**config.mk**
```make
export PLATFORM = sky130hd
export DESIGN_NAME = pipeline_hazard_ctrl
export DESIGN_NICKNAME = d
export VERILOG_FILES = /design/src/rtl/pipeline_hazard_ctrl.sv
export SDC_FILE = /design/constraint.sdc
export NUM_CORES = 1
export LEC_CHECK = 0
export BUFFER_PORTS_ARGS = -buffer_cell sky130_fd_sc_hd__buf_2
export CAP_MARGIN = 25
export CORE_MARGIN = 1.5
export CORE_UTILIZATION = 51
export CTS_BUF_LIST = sky130_fd_sc_hd__clkbuf_8
export CTS_CLUSTER_SIZE = 16
export DETAILED_ROUTE_END_ITERATION = 6
export MAX_ROUTING_LAYER = met4
export PLACE_DENSITY = 0.8
export SLEW_MARGIN = 20
export SYNTH_ARGS = -nofsm -noshare
export SYNTH_HDL_FRONTEND = slang
export SYNTH_SLANG_ARGS = --single-unit
```
**constraint.sdc**
```tcl
create_clock -name clk -period 2.7 [get_ports clk]
set_input_delay 0.27 -clock clk [delete_from_list [all_inputs] [get_ports clk]]
set_output_delay 0.27 -clock clk [all_outputs]
set_load 0.02 [all_outputs]
```
**src/rtl/pipeline_hazard_ctrl.sv**
```systemverilog
// pipeline_hazard_ctrl: stall/flush/bubble/forwarding control plus halt-drain and memory-wait FSM
module pipeline_hazard_ctrl #(
    parameter int DRAIN_CYCLES = 4,
    parameter int MEM_TIMEOUT  = 64
) (
    input  logic        clk,
    input  logic        rst,
    input  logic [4:0]  rs1_dec,
    input  logic [4:0]  rs2_dec,
    input  logic        rs1_used_dec,
    input  logic        rs2_used_dec,
    input  logic [4:0]  rs1_exec,
    input  logic [4:0]  rs2_exec,
    input  logic [4:0]  rd_exec,
    input  logic [4:0]  rd_mem,
    input  logic [4:0]  rd_wb,
    input  logic        wen_exec,
    input  logic        wen_mem,
    input  logic        wen_wb,
    input  logic        load_exec,
    input  logic        redirect_mem,
    input  logic        halt_if,
    input  logic        dmem_req,
    input  logic        dmem_ready,
    output logic        stall_if,
    output logic        stall_dec,
    output logic        bubble_exec,
    output logic        flush_dec,
    output logic        flush_exec,
    output logic        flush_mem,
    output logic        freeze,
    output logic [1:0]  fwd_a_sel,
    output logic [1:0]  fwd_b_sel,
    output logic        halt_out,
    output logic        err_timeout,
    output logic [1:0]  state,
    output logic [15:0] stall_count
);
    localparam int WW = $clog2(MEM_TIMEOUT + 1);
    localparam int DW = $clog2(DRAIN_CYCLES + 1);
    typedef enum logic [1:0] {RUN = 2'd0, MEMWAIT = 2'd1, DRAIN = 2'd2, HALTED = 2'd3} state_t;
    state_t        state_q, state_d;
    logic [WW-1:0] wait_q, wait_d;
    logic [DW-1:0] drain_q, drain_d;
    logic          from_drain_q, from_drain_d;
    logic          halt_q, halt_d;
    logic          err_q, err_d;
    logic [15:0]   stall_cnt_q, stall_cnt_d;
    logic [1:0]    fwd_a, fwd_b;
    logic          lu, mw, draining;
    assign fwd_a = (wen_mem && rd_mem != 5'd0 && rd_mem == rs1_exec) ? 2'b01 :
                   (wen_wb && rd_wb != 5'd0 && rd_wb == rs1_exec) ? 2'b10 : 2'b00;
    assign fwd_b = (wen_mem && rd_mem != 5'd0 && rd_mem == rs2_exec) ? 2'b01 :
                   (wen_wb && rd_wb != 5'd0 && rd_wb == rs2_exec) ? 2'b10 : 2'b00;
    assign lu = load_exec && wen_exec && rd_exec != 5'd0 &&
                ((rs1_used_dec && rs1_dec == rd_exec) || (rs2_used_dec && rs2_dec == rd_exec));
    assign mw = dmem_req && !dmem_ready;
    // A memory wait entered from DRAIN still counts as draining on its release cycle
    assign draining = state_q == DRAIN || (state_q == MEMWAIT && from_drain_q);
    assign state       = state_q;
    assign halt_out    = halt_q;
    assign err_timeout = err_q;
    assign stall_count = stall_cnt_q;
    // Pipeline controls, prioritised halted > memory wait > redirect > drain/load-use
    always_comb begin
        stall_if    = 1'b0;
        stall_dec   = 1'b0;
        bubble_exec = 1'b0;
        flush_dec   = 1'b0;
        flush_exec  = 1'b0;
        flush_mem   = 1'b0;
        freeze      = 1'b0;
        fwd_a_sel   = 2'b00;
        fwd_b_sel   = 2'b00;
        if (!rst) begin
            if (state_q == HALTED) begin
                freeze    = 1'b1;
                stall_if  = 1'b1;
                stall_dec = 1'b1;
            end else begin
                fwd_a_sel = fwd_a;
                fwd_b_sel = fwd_b;
                if (mw) begin
                    freeze = 1'b1;
                end else if (redirect_mem) begin
                    flush_dec  = 1'b1;
                    flush_exec = 1'b1;
                    flush_mem  = 1'b1;
                end else begin
                    stall_if    = draining || lu;
                    flush_dec   = draining;
                    stall_dec   = lu;
                    bubble_exec = lu;
                end
            end
        end
    end
    // Next-state logic for the FSM, its counters and the sticky flags
    always_comb begin
        state_d      = state_q;
        wait_d       = wait_q;
        drain_d      = drain_q;
        from_drain_d = from_drain_q;
        halt_d       = halt_q;
        err_d        = err_q;
        stall_cnt_d  = ((stall_dec || freeze || bubble_exec) && state_q != HALTED && stall_cnt_q != 16'hFFFF)
                       ? stall_cnt_q + 16'd1 : stall_cnt_q;
        case (state_q)
            RUN: begin
                if (mw) begin
                    state_d      = MEMWAIT;
                    wait_d       = WW'(1);
                    from_drain_d = 1'b0;
                end else if (halt_if && !redirect_mem) begin
                    state_d = DRAIN;
                    drain_d = '0;
                end
            end
            MEMWAIT: begin
                if (mw) begin
                    if (wait_q == WW'(MEM_TIMEOUT - 1)) begin
                        state_d = HALTED;
                        err_d   = 1'b1;
                        halt_d  = 1'b1;
                    end else begin
                        wait_d = wait_q + WW'(1);
                    end
                end else if (!from_drain_q) begin
                    state_d = RUN;
                end
            end
            DRAIN: begin
                if (mw) begin
                    state_d      = MEMWAIT;
                    wait_d       = WW'(1);
                    from_drain_d = 1'b1;
                end
            end
            default: ;
        endcase
        if (draining && !mw) begin
            if (redirect_mem) begin
                state_d      = RUN;
                drain_d      = '0;
                from_drain_d = 1'b0;
            end else if (drain_q == DW'(DRAIN_CYCLES - 1)) begin
                state_d = HALTED;
                halt_d  = 1'b1;
            end else begin
                state_d = DRAIN;
                drain_d = drain_q + DW'(1);
            end
        end
    end
    // State registers with asynchronous reset
    always_ff @(posedge clk or posedge rst) begin
        if (rst) begin
            state_q      <= RUN;
            wait_q       <= '0;
            drain_q      <= '0;
            from_drain_q <= 1'b0;
            halt_q       <= 1'b0;
            err_q        <= 1'b0;
            stall_cnt_q  <= 16'd0;
        end else begin
            state_q      <= state_d;
            wait_q       <= wait_d;
            drain_q      <= drain_d;
            from_drain_q <= from_drain_d;
            halt_q       <= halt_d;
            err_q        <= err_d;
            stall_cnt_q  <= stall_cnt_d;
        end
    end
endmodule

```
**After elaboration in Yosys (flattened, before gate mapping)**

Index checks and enable logic that the tools add are counted.

- Flip-flop bits (word level): 31
- Bits of input ports: 47
- Output and inout port bits: 31
- Logic and storage cells: 125

- Add/sub/neg operators: 3
- Equal/unequal tests: 20
- Muxes and demuxes: 60
- Reduce and logical (&&, ||, !) cells: 35

Operator list:

| kind | count |
|---|---|
| $mux 1 | 32 |
| $mux 2 | 16 |
| $eq 5x5->1 | 6 |
| $mux 7 | 3 |
| $mux 3 | 6 |
| $logic_and 1x1->1 | 17 |
| $add 16x1->16 const B | 1 |
| $ne 16x16->1 const B | 1 |
| $reduce_bool 5->1 | 3 |
| $pmux 7 s2 | 1 |
| $add 7x1->7 const B | 1 |
| $eq 7x6->1 const B | 1 |
| $ne 2x2->1 const B | 3 |
| $pmux 2 s3 | 1 |
| $logic_or 1x1->1 | 5 |
| $reduce_and 5->1 | 1 |
| $eq 2x2->1 const B | 2 |
| $ne 4x2->1 const B | 1 |
| $ne 4x3->1 const B | 1 |
| $ne 4x4->1 const B | 1 |
| $reduce_and 4->1 | 1 |
| $reduce_bool 4->1 | 1 |
| $add 3x1->3 const B | 1 |
| $eq 3x2->1 const B | 1 |
| 9 further kinds | 11 |

**Depth between registers and ports, before layout**

- Word-level depth: 12
- Gate-level depth with buffers: 10
- Gate-level depth less buffers: 8

**Worst setup path before layout**

OpenSTA, ideal clock, no wires.

- Path type: register to output
- From: register state_q[0] (netlist: state[0])
- To: output fwd_b_sel[1]
- Arrival time: 1996 ps
- Required time: 2430 ps
- Slack: 434 ps
- Cell stages (with the launch flop): 6
- Buffers on the path: 0
- Cell sequence: dfrtp_1 > ha_1 > nor2_1 > o211ai_1 > or4_1 > nor4_2

- Word-level cells in the longest chain between the ends: 3

Ends and longest elaborated chain:

| item | line | RTL |
|---|---|---|
| start, declared | 42 | `state_t state_q, state_d;` |
| start signal, assigned | 166 | `state_q <= state_d;` |
| $eq 2x2->1 | 76 | `if (state_q == HALTED) begin` |
| $mux 2 | 76 |  |
| $mux 2 | 75 | `if (!rst) begin` |
| end, declared | 33 | `output logic [1:0] fwd_b_sel,` |

Every way passes these cells.

**Worst setup path in the final report**

Ends and elaborated chain as after synthesis.

==> results.md <==
* GRT overflow at 0
* Layout net count at 377
* CP arrival at 2.23 ns
* Number of synthesized flops with an enable pin at 0
* Htree depth at 2
* Slowest CP cell: or4_1
* Die width at 68.0 um
* Lkg Pwr at 1.29 nW
* Clock transition at the registers of the reported paths at 0.07 ns
* ANT cells at 0
* Worst EP required at 2.43 ns
* Final hold vios at 0
* Initial Util at 0.535
* Asr flop ratio synth at 1.00
* Vias in the first global route at 1,916
* Clock Skews at 0.00239 ns
* CTS Buffer Depth at 2
* Max VDD drop at 0.000356 V
* Cell family with most CP delay: simple AND/OR/NAND/NOR gates
* Sequential area share after synthesis at 0.360
* Initial antenna violation count at 0
* Detail Placement HPWL at 3.99 mm
* CTS tree: built
* Share of layout cells above drive strength 1 at 0.301
* Die area at 0.00463 mm2
* Syn Inst Count at 240
* Cell with the most instances after synthesis: xnor2_1
* Crit Path Class: reg2out
* Total CTS buffers at 5
* Critical Path Fanout Max at 8
* Clk sinks at 31
* Slew headroom at 0.599
* Status: finished, final reports clean
* Total wire length at 5.12 mm
* Post-synth top area share at 0.360
* Rows at 23
* Syn avg cell area at 8.98 um2
* Routed wire per std cell at 13.8 um
* Largest net degree at the start of global routing at 32
* HP Class: in2async
* Area grow syn2layout at 25.6%
* Remaining antenna violation count at 0
* Latest clock arrival within the worst-skew pair at 0.29 ns
* Yosys top cell by area: dfrtp_1
* Fmax at 401 MHz
* Syn nets at 296
* Pwr Total at 2.01 mW
* Tightest Pin Transition at 0.597 ns
* Maxcap violations at 0
* Hold Slack at 0.108 ns
* Global-route usage over all layers at 0.242
* Worst path max stage delay at 0.55 ns
* Setup TNS at 0 ns
* CP endpoint kind: primary output
* Pre-CTS WS at 0.443 ns
* Final setup violation count at 0
* Top_reg_cell synth: dfrtp_1
* Critical path launch point type: flop
* Buffers & Inverters on Critical Path at 1
* Tcrit/Tclk final at 0.924
* CTS Root Cell: clkbuf_8
* Min cycle time layout at 2.50 ns
* # hold bufs at CTS at 0
* GPL Wtd Cong at 0.856
* Drt first pass iters at 4
* RSZ-0062 raised after global routing: no
* PnR worst setup slack at 0.205 ns
* Final Max Slew Viols at 0
* Cell variety after synth at 47
* # port buffers at 77
* Top cells by count, synth: 32 x xnor2_1, 31 x dfrtp_1, 27 x nand2_1, 15 x nor3_1, 14 x nor2_1
* Via count at 2,023
* Core Area at 0.00403 mm2
* Number of fill cells at 340
* Seq cells post-synth at 31
* Top cells by area, synth: dfrtp_1 36%, xnor2_1 13%, xor2_1 5.3%
* Residual DRC at 0
* DRT iter0 DRCs at 117
* Number of top-level pins at 78
* Mapped Area at 0.00216 mm2
* Routed vias/inst at 5.44
* Die height at 68.0 um
* First-pass GRT wire length at 8.22 mm
* CP Cell Sequence: ha_1 > nor2_2 > o211ai_1 > or4_1 > nor4_2 > buf_2
* P per Cell Area at 743 mW/mm2
* YS warnings at 0
sequential cells by signal (all words and copies together) (netlist names):
register      flops
drain_q           3
err_timeout       1
from_drain_q      1
halt_out          1
stall_count      16
state             2
wait_q            7
final timing paths:
kind,from,to,slack [ns],depth (start not counted)
max reg2reg,state[1],state[0],0.58,8
min in group clk,redirect_mem,drain_q[1],0.30,2
min,rst,from_drain_q,0.11,3
max,state[0],fwd_b_sel[1],0.20,6
max in group asynchronous,rst,stall_count[11],2.30,3
min reg2reg,err_timeout,err_timeout,0.49,1
tightest hold or removal path, stage by stage:
cell and delay, ns:
buf_2 0.14, inv_1 0.06, buf_4 0.34
metal layers:
metal / wire length (um) / up-vias / GRT usage / share of wire
met3: 235 / 8 / 0.0428 / 0.046
met4: 79 / 0 / 0.0950 / 0.015
met1: 2310 / 935 / 0.289 / 0.45
met5: 0 / - / - / 0
met2: 2490 / 75 / 0.405 / 0.49
li1: - / 1005 / - / -
cells in the final DEF, fill, tap and decap left out, types with 2 or more instances in the layout:
cell / n
a21oi_1: 7
nand2_1: 27
dfrtp_1: 31
or2_2: 2
nor2_2: 2
and2_1: 2
clkbuf_8: 6
xor2_1: 13
or4_1: 3
and3_1: 2
o31ai_1: 2
or3_1: 2
ha_1: 9
nor2b_1: 3
inv_1: 7
xnor2_1: 32
nand2b_1: 4
a31oi_1: 3
o21ai_0: 12
nor3_1: 15
nor4_1: 2
nand3_1: 13
buf_2: 77
nand4_1: 8
a211oi_1: 2
nor2_1: 13
stage by stage:
stage / cells / cell area, um2 / util
CTS: 372 / 2710 / 0.671
floorplan: 240 / 2160 / -
global route: 372 / 2710 / 0.672
global placement: 364 / 2590 / 0.642
finish: 372 / 2710 / 0.672
detailed placement: 364 / 2590 / 0.642
what timing repair did:
action | CTS | global route
buffers inserted | 0 | 0
endpoints found under the setup margin | 0 | 1
gates resized for setup | 0 | 1
cell type report:
| cell class | instances | area (um2) | area share |
|---|---|---|---|
| timing repair buffer | 78 | 393 | 0.145 |
| multi-input combinational | 198 | 1330 | 0.492 |
| tap | 50 | 62.6 | 0.0231 |
| clock inverter | 2 | 35.0 | 0.0129 |
| inverter | 7 | 26.3 | 0.00970 |
| clock buffer | 6 | 82.6 | 0.0305 |
| sequential | 31 | 776 | 0.287 |
cell families (layout without fill, tap and decap cells):
group / count (synthesis) / after routing / share of synthesized area
xor gates and xnor gates: 45 / 45 / 0.183
AOI/OAI and AO/OA: 41 / 41 / 0.140
and+or+nand+nor: 103 / 103 / 0.241
DFF: 31 / 31 / 0.360
adders and majority gates: 9 / 9 / 0.0522
buffers and inverters: 11 / 93 / 0.0232
where the power goes:
group | switching (mW) | internal (mW)
Combinational | 0.515 | 0.339
Clock | 0.183 | 0.298
Sequential | 0.118 | 0.559
Total | 0.815 | 1.20
Power figures use the tool's default switching activity.
